$ cat config.mk
export PLATFORM = sky130hd
export DESIGN_NAME = busca_instrucao
export DESIGN_NICKNAME = d
export VERILOG_FILES = /design/src/rtl/busca_instrucao_pkg.sv /design/src/rtl/busca_instrucao_fila.sv /design/src/rtl/busca_instrucao.sv
export SDC_FILE = /design/constraint.sdc
export NUM_CORES = 1
export LEC_CHECK = 0
export ABC_AREA = 1
export CAP_MARGIN = 20
export CORE_MARGIN = 4
export CORE_UTILIZATION = 40
export DETAILED_ROUTE_END_ITERATION = 6
export SLEW_MARGIN = 25
export SYNTH_ARGS = -nofsm -noshare
export SYNTH_HDL_FRONTEND = slang
export SYNTH_SLANG_ARGS = --single-unit
$ cat constraint.sdc
create_clock -name clock -period 4.6 [get_ports clock]
set_clock_uncertainty 0.2 [all_clocks]
set_input_delay 0.46 -clock clock [delete_from_list [all_inputs] [get_ports clock]]
set_output_delay 0.46 -clock clock [all_outputs]
set_load 0.01 [all_outputs]
$ cat src/rtl/busca_instrucao_pkg.sv
// Shared types and constants for the instruction fetch stage.
package busca_instrucao_pkg;

  typedef enum logic [1:0] {
    OCIOSO   = 2'd0,
    ESPERA   = 2'd1,
    DESCARTE = 2'd2
  } estado_busca_t;

  localparam int          LARGURA_PALAVRA = 32;
  localparam logic [31:0] INCREMENTO_PC   = 32'd4;

endpackage

$ cat src/rtl/busca_instrucao_fila.sv
// Prefetch FIFO for fetched {instruction, pc} pairs; flush empties it in one cycle.
module fila_busca #(
  parameter  int LARGURA      = 64,
  parameter  int PROFUNDIDADE = 4,
  localparam int PW           = $clog2(PROFUNDIDADE),
  localparam int OW           = PW + 1
) (
  input  logic               clock,
  input  logic               reset,
  input  logic               push,
  input  logic               pop,
  input  logic               flush,
  input  logic [LARGURA-1:0] dado_entrada,
  output logic [LARGURA-1:0] dado_saida,
  output logic               vazia,
  output logic [OW-1:0]      ocupacao
);

  logic [LARGURA-1:0] mem [PROFUNDIDADE];
  logic [PW-1:0]      ptr_esc, ptr_lei;

  always_ff @(posedge clock or negedge reset) begin
    if (!reset) begin
      ptr_esc  <= '0;
      ptr_lei  <= '0;
      ocupacao <= '0;
      for (int i = 0; i < PROFUNDIDADE; i++) mem[i] <= '0;
    end else if (flush) begin
      ptr_esc  <= '0;
      ptr_lei  <= '0;
      ocupacao <= '0;
    end else begin
      if (push) begin
        mem[ptr_esc] <= dado_entrada;
        ptr_esc      <= ptr_esc + 1'b1;
      end
      if (pop) ptr_lei <= ptr_lei + 1'b1;
      if (push && !pop)      ocupacao <= ocupacao + 1'b1;
      else if (pop && !push) ocupacao <= ocupacao - 1'b1;
    end
  end

  assign vazia      = (ocupacao == '0);
  assign dado_saida = mem[ptr_lei];

endmodule

$ cat src/rtl/busca_instrucao.sv
// Instruction fetch stage: one outstanding memory request, prefetch FIFO, branch flush.
// Optional build macro BUSCA_DESALINHADO_EN adds erro_alinhamento for misaligned redirects.
module busca_instrucao
  import busca_instrucao_pkg::*;
#(
  parameter int          PROFUNDIDADE = 4,
  parameter logic [31:0] PC_RESET     = 32'h0000_0000
) (
  input  logic        clock,
  input  logic        reset,
  output logic        mem_req,
  output logic [31:0] mem_endereco,
  input  logic        mem_ack,
  input  logic [31:0] mem_dado,
  output logic        saida_valida,
  input  logic        saida_pronta,
  output logic [31:0] instrucao,
  output logic [31:0] pc_instrucao,
  input  logic        desvio,
  input  logic [31:0] endereco_desvio
`ifdef BUSCA_DESALINHADO_EN
  ,
  output logic        erro_alinhamento
`endif
);

  localparam int            OW    = $clog2(PROFUNDIDADE) + 1;
  localparam logic [OW-1:0] CHEIO = OW'(PROFUNDIDADE);

  estado_busca_t                  estado, estado_prox;
  logic [31:0]                    pc_busca, alvo;
  logic                           erro, alvo_ok, emitir, push, pop, vazia;
  logic [OW-1:0]                  ocupacao;
  logic [2*LARGURA_PALAVRA-1:0]   cabeca;

`ifdef BUSCA_DESALINHADO_EN
  assign alvo    = endereco_desvio;
  assign alvo_ok = (endereco_desvio[1:0] == 2'b00);

  // Sticky until a later aligned redirect; blocks all new requests meanwhile.
  always_ff @(posedge clock or negedge reset) begin
    if (!reset)      erro <= 1'b0;
    else if (desvio) erro <= !alvo_ok;
  end

  assign erro_alinhamento = erro;
`else
  logic alvo_lsb_unused;
  assign alvo_lsb_unused = |endereco_desvio[1:0];
  assign alvo            = {endereco_desvio[31:2], 2'b00};
  assign alvo_ok         = 1'b1;
  assign erro            = 1'b0;
`endif

  // A redirect flushes the FIFO, so occupancy does not gate a redirect issue.
  assign emitir = (estado == OCIOSO) &&
                  (desvio ? alvo_ok : (!erro && (ocupacao < CHEIO)));
  assign push   = (estado == ESPERA) && mem_ack && !desvio;
  assign pop    = !vazia && saida_pronta && !desvio;

  always_comb begin
    estado_prox = estado;
    case (estado)
      OCIOSO:   if (emitir) estado_prox = ESPERA;
      ESPERA:   if (mem_ack) estado_prox = OCIOSO;
                else if (desvio) estado_prox = DESCARTE;
      DESCARTE: if (mem_ack) estado_prox = OCIOSO;
      default:  estado_prox = OCIOSO;
    endcase
  end

  always_ff @(posedge clock or negedge reset) begin
    if (!reset) begin
      estado       <= OCIOSO;
      pc_busca     <= PC_RESET;
      mem_endereco <= PC_RESET;
    end else begin
      estado <= estado_prox;
      if (desvio)    pc_busca <= alvo;
      else if (push) pc_busca <= pc_busca + INCREMENTO_PC;
      if (emitir)    mem_endereco <= desvio ? alvo : pc_busca;
    end
  end

  assign mem_req = (estado != OCIOSO);

  fila_busca #(
    .LARGURA      (2 * LARGURA_PALAVRA),
    .PROFUNDIDADE (PROFUNDIDADE)
  ) u_fila (
    .clock        (clock),
    .reset        (reset),
    .push         (push),
    .pop          (pop),
    .flush        (desvio),
    .dado_entrada ({mem_dado, mem_endereco}),
    .dado_saida   (cabeca),
    .vazia        (vazia),
    .ocupacao     (ocupacao)
  );

  assign saida_valida              = !vazia;
  assign {instrucao, pc_instrucao} = cabeca;

endmodule

**After elaboration in Yosys (flattened, before gate mapping)**

Cells that the tools add are included.

- Register bits: 329
- Bits of input ports: 69
- Output and inout port bits: 98
- Logic and storage cells: 69

- Add/subtract/negate cells: 5
- $lt $le $gt $ge: 4
- Equality and inequality tests: 5
- Muxes and demuxes: 22
- Bitwise gates (word level): 3
- Reduce and logical (&&, ||, !) cells: 20

Operator list:

| operator | count |
|---|---|
| bitwise mux 256 bit | 1 |
| 2-to-1 mux 64 bit | 3 |
| binary-select mux 64 bit (select 2 bit) | 1 |
| demux 64 bit (select 2 bit) | 1 |
| 2-to-1 mux 32 bit | 3 |
| adder 32 x 3 -> 32 bit, second input constant | 1 |
| 2-to-1 mux 2 bit | 8 |
| 2-to-1 mux 3 bit | 3 |
| logical AND 1 bit | 8 |
| >= comparator 3 bit, second input constant | 2 |
| NOT 2 -> 3 bit | 2 |
| one-hot mux 2 bit (3 select lines) | 1 |
| nonzero test 2 bit | 3 |
| adder 2 x 1 -> 2 bit, second input constant | 2 |
| zero test 1 bit | 4 |
| != test 2 bit, second input constant | 2 |
| adder 3 x 1 -> 3 bit, second input constant | 1 |
| zero test 3 bit | 1 |
| < comparator 3 x 1 -> 1 bit, second input constant | 1 |
| < comparator 3 bit, second input constant | 1 |
| != test 3 bit, second input constant | 1 |
| AND reduction 3 bit | 1 |
| nonzero test 3 bit | 1 |
| subtractor 3 x 1 -> 3 bit, second input constant | 1 |
| other kinds (6) | 6 |

**Longest topological paths before layout**

- Depth in word-level cells: 8
- Mapped depth: 11
- Depth with buffers taken out: 11

**By module**

Synthesis repeated with hierarchy kept, for this count alone.

- Cell total of the unflattened synthesis: 1824
- Area, all modules: 14951.8 um2

Modules (own cells, without submodules):

| module | instances | cells an instance | area each (um2) | sequential area each (um2) |
|---|---|---|---|---|
| fila_busca | 1 | 1307 | 11315.9 | 6581.3 |
| busca_instrucao | 1 | 517 | 3636.0 | 1576.5 |

**Worst setup path before layout**

OpenSTA, ideal clock, no wires.

- Kind: reg-to-output
- Start point: register u_fila.ptr_lei[0]
- End point: output port pc_instrucao[1]
- Arrival time: 1386 ps
- Data required time: 3940 ps
- Slack: 2554 ps
- Stages on the path, launching flop included: 7
- Buffers on the path: 3
- Cells stage by stage: dfrtp_1 > buf_2 > inv_2 > clkbuf_1 > nor2_1 > o22ai_1 > buf_4

- Cells in the longest elaborated chain, start to end: 4

RTL lines:

| element | RTL line | source |
|---|---|---|
| start, declared | busca_instrucao_fila.sv:20 | `logic [PW-1:0] ptr_esc, ptr_lei;` |
| start signal, assigned | busca_instrucao_fila.sv:37 | `if (pop) ptr_lei <= ptr_lei + 1'b1;` |
| NOT 2 -> 3 bit (implied by the code) | busca_instrucao_fila.sv:44 | `assign dado_saida = mem[ptr_lei];` |
| binary-select mux 64 bit (select 2 bit) | busca_instrucao_fila.sv:44 |  |
| 2-to-1 mux 64 bit (implied by the code) (2 in a row) | busca_instrucao_fila.sv:44 |  |
| end, declared | busca_instrucao.sv:18 | `output logic [31:0] pc_instrucao,` |

No other way between the ends. The select of a mux whose other input is x is not followed.

**Worst setup path after layout**

- Start point: register u_fila.ptr_lei[0]
- End point: output port pc_instrucao[0]

The elaborated chain is that of the path after synthesis.

==> metrics <==
Pre-Repair DR Iteration Count 5; CTS tree built; Crit. End Element primary output; CTS clk-pin slew, worst paths 0.06 ns; Final Cell Area 17,800 sq um; Gate Count Post-Synth 1,763; YS warnings 0; die width 200 microns; required time of the critical path 3.94 ns; Distinct cells, synth 30; grt total ovfl 0; I/O pin cnt 167; vias in the first global route 11,900; total wire length 39,000 microns; Max Freq 257 MHz; CP Capture Point pc_instrucao[0]; Starting Density 40.9%; Synth top area share 54.9%; port buffer count 164; Internal Pwr Total 7.12 mW; DR vias 12,200; Post-synth EDFFs 0; HPWL after DPL 24,100 microns; Final Hold Fails 0; Final Max Slew Viols 0; post-synthesis sequential area ratio 54.9%; Final WS setup 0.713 ns; Pwr Density 620 nW/um^2; syn_nets 1,838; crit path launch u_fila.ptr_lei[0]$_DFFE_PN0P_; Setup violations, final 0; Area Overhead vs Synth 21.0%; Hold Crit Class flip-flop to flip-flop; Num CTS Buffers 38; Rel. slew slack 43.3%; share of synthesized registers carrying an async set or reset 100%; Sequential Power Share 39.6%; RSZ-0062 raised after global routing no; Final Instance Count excl. Fillers 2,361; ys flop type dfrtp_1; Worst Path Arrival 3.23 ns; reg2reg setup slack 2.24 ns; DRC 0; antenna violations before repair 0; Synth area leaders dfrtp_1, o21ai_0, nand2_1; RR Startpoint estado[1]$_DFFE_PN0P_; Final period util 84.5%; utilization after layout 49.5%; Tmin final 3.89 ns; most frequent cells in the layout nand2_1, o21ai_0, dfrtp_1; Antenna diodes 0; Net Switching 3.90 mW; syn avg cell area 8.33 sq um; Yosys top cell by area dfrtp_1; row count 69; clock share of power 26.3%; Cells after DPL 2,293; # nets final 1,948; Clock Latency Late Sink 0.54 ns; R2R cell count 7; first-pass GRT wire length 63,900 microns; # clock sinks 322; CTS H-tree depth 2; Max clock buf depth 3; Place WS 1.26 ns; initial DRC count 910; ratio of cells with drive above 1 in the final layout 5.37%; antenna viol nets, final 0; critical path fanouts, max 75; placed instance area 16,500 sq um; max-cap violations 0; Post-Syn Area 14,700 sq um; Die Y 200 microns; Final GP Congestion 0.834; total leakage power 8.26 nW; synthesized flop and latch total 322; gr usage total 19.8%; Setup Fix Bufs, Post-CTS 0; CP Class flip-flop to primary output; outcome complete, no violations; drt wl/cell 16.5 microns; Vias per Instance 5.18; switching share of power 35.4%; pin count of the biggest net entering global routing 111; maximum vdd drop 0.269 mV; Comb power frac 34.0%; setup TNS 0 ns; clock root cell clkbuf_16; capture point of the worst reg-to-reg path pc_busca[8]$_DFFE_PN0N_; die area 39,800 sq um; Fillers 3,472; post_cts resized 0; CP startpoint kind flip-flop; actual slew at the worst max-slew pin 0.850 ns; core area 35,900 sq um; commonest non-fill, non-tap cell in the layout nand2_1
-- timing repair --
item                                    4_1_cts  5_1_grt
hold endpoints to repair                    107        0
hold buffers                                  1        0
endpoints found under the setup margin        0        0
-- synthesized netlist by cell type, types with 5 or more instances --
master / count
buf_2: 23
a21oi_1: 6
o21ai_0: 409
inv_1: 118
mux2i_1: 5
ha_1: 5
o21ai_1: 41
clkbuf_1: 67
nand4_1: 9
nand3_1: 44
nand2_1: 424
nor2_1: 170
dfrtp_1: 322
buf_6: 18
buf_4: 5
o22ai_1: 66
-- per-stage QoR --
step	hold WS (ns)	power (mW)
floorplan	-0.0356	6.33
global placement	0.261	8.12
detailed placement	0.268	8.20
CTS	0.282	11.2
global route	0.292	11.8
finish	0.276	11.0
-- worst min path at each step --
stage / start / to / slack [ns] / cells past startpoint
after floorplan: reset / estado[0]$_DFFE_PN0P_ / -0.04 / 0
after global placement: u_fila.mem[109]$_DFFE_PN0P_ / u_fila.mem[109]$_DFFE_PN0P_ / 0.26 / 2
after detailed placement: u_fila.mem[68]$_DFFE_PN0P_ / u_fila.mem[68]$_DFFE_PN0P_ / 0.27 / 2
after CTS: u_fila.mem[176]$_DFFE_PN0P_ / u_fila.mem[176]$_DFFE_PN0P_ / 0.28 / 2
after global routing: u_fila.mem[167]$_DFFE_PN0P_ / u_fila.mem[167]$_DFFE_PN0P_ / 0.29 / 2
final: u_fila.mem[102]$_DFFE_PN0P_ / u_fila.mem[102]$_DFFE_PN0P_ / 0.28 / 2
-- critical path: stages, from the launching register on --
cell             delay, ns
dfrtp_4               0.97
buf_4                 0.62
o21ai_0               0.17
o22ai_1               0.32
clkdlybuf4s50_1       0.60
-- kinds of logic after synthesis --
group | after synthesis | synth area share, %
multiplexers | 5 | 0.341
adder cells (fa/ha/maj) | 6 | 0.563
buffers and inverters | 236 | 7.31
AO/OA/AOI/OAI | 530 | 18.8
flip-flops | 322 | 54.9
AND/OR/NAND/NOR | 664 | 18.1
-- layer usage --
metal / vias to the layer above / GRT usage (%) / wire [microns]
met3: 48 / 3.03 / 2100
met2: 313 / 30.8 / 17400
li1: 6040 / - / -
met5: - / 0 / 0
met4: 0 / 4.40 / 582
met1: 5827 / 29.5 / 18900
-- state kept, by name, summed over array words and instances (netlist names) --
signal	flops
u_fila.ptr_esc	2
u_fila.ptr_lei	2
u_fila.ocupacao	3
pc_busca	30
estado	2
u_fila.mem	252
mem_endereco	31
-- power by group through the flow --
stage,sequential [mW],combinational [mW],clock [mW]
after detailed placement,4.40,3.81,0
after floorplan,4.23,2.10,0
after CTS,4.36,3.82,2.98
after global routing,4.49,4.24,3.12
final,4.37,3.75,2.90
after global placement,4.39,3.74,0
-- layout make-up --
class / count / area (sq um) / area share [%]
sequential: 322 / 8060 / 45.4
multi-input combinational: 1205 / 5560 / 31.3
timing repair buffer: 183 / 1890 / 10.7
clock buffer: 52 / 1090 / 6.16
tap: 461 / 577 / 3.25
inverter: 123 / 469 / 2.64
clock inverter: 15 / 111 / 0.627
(Power assumes the default switching activity.)
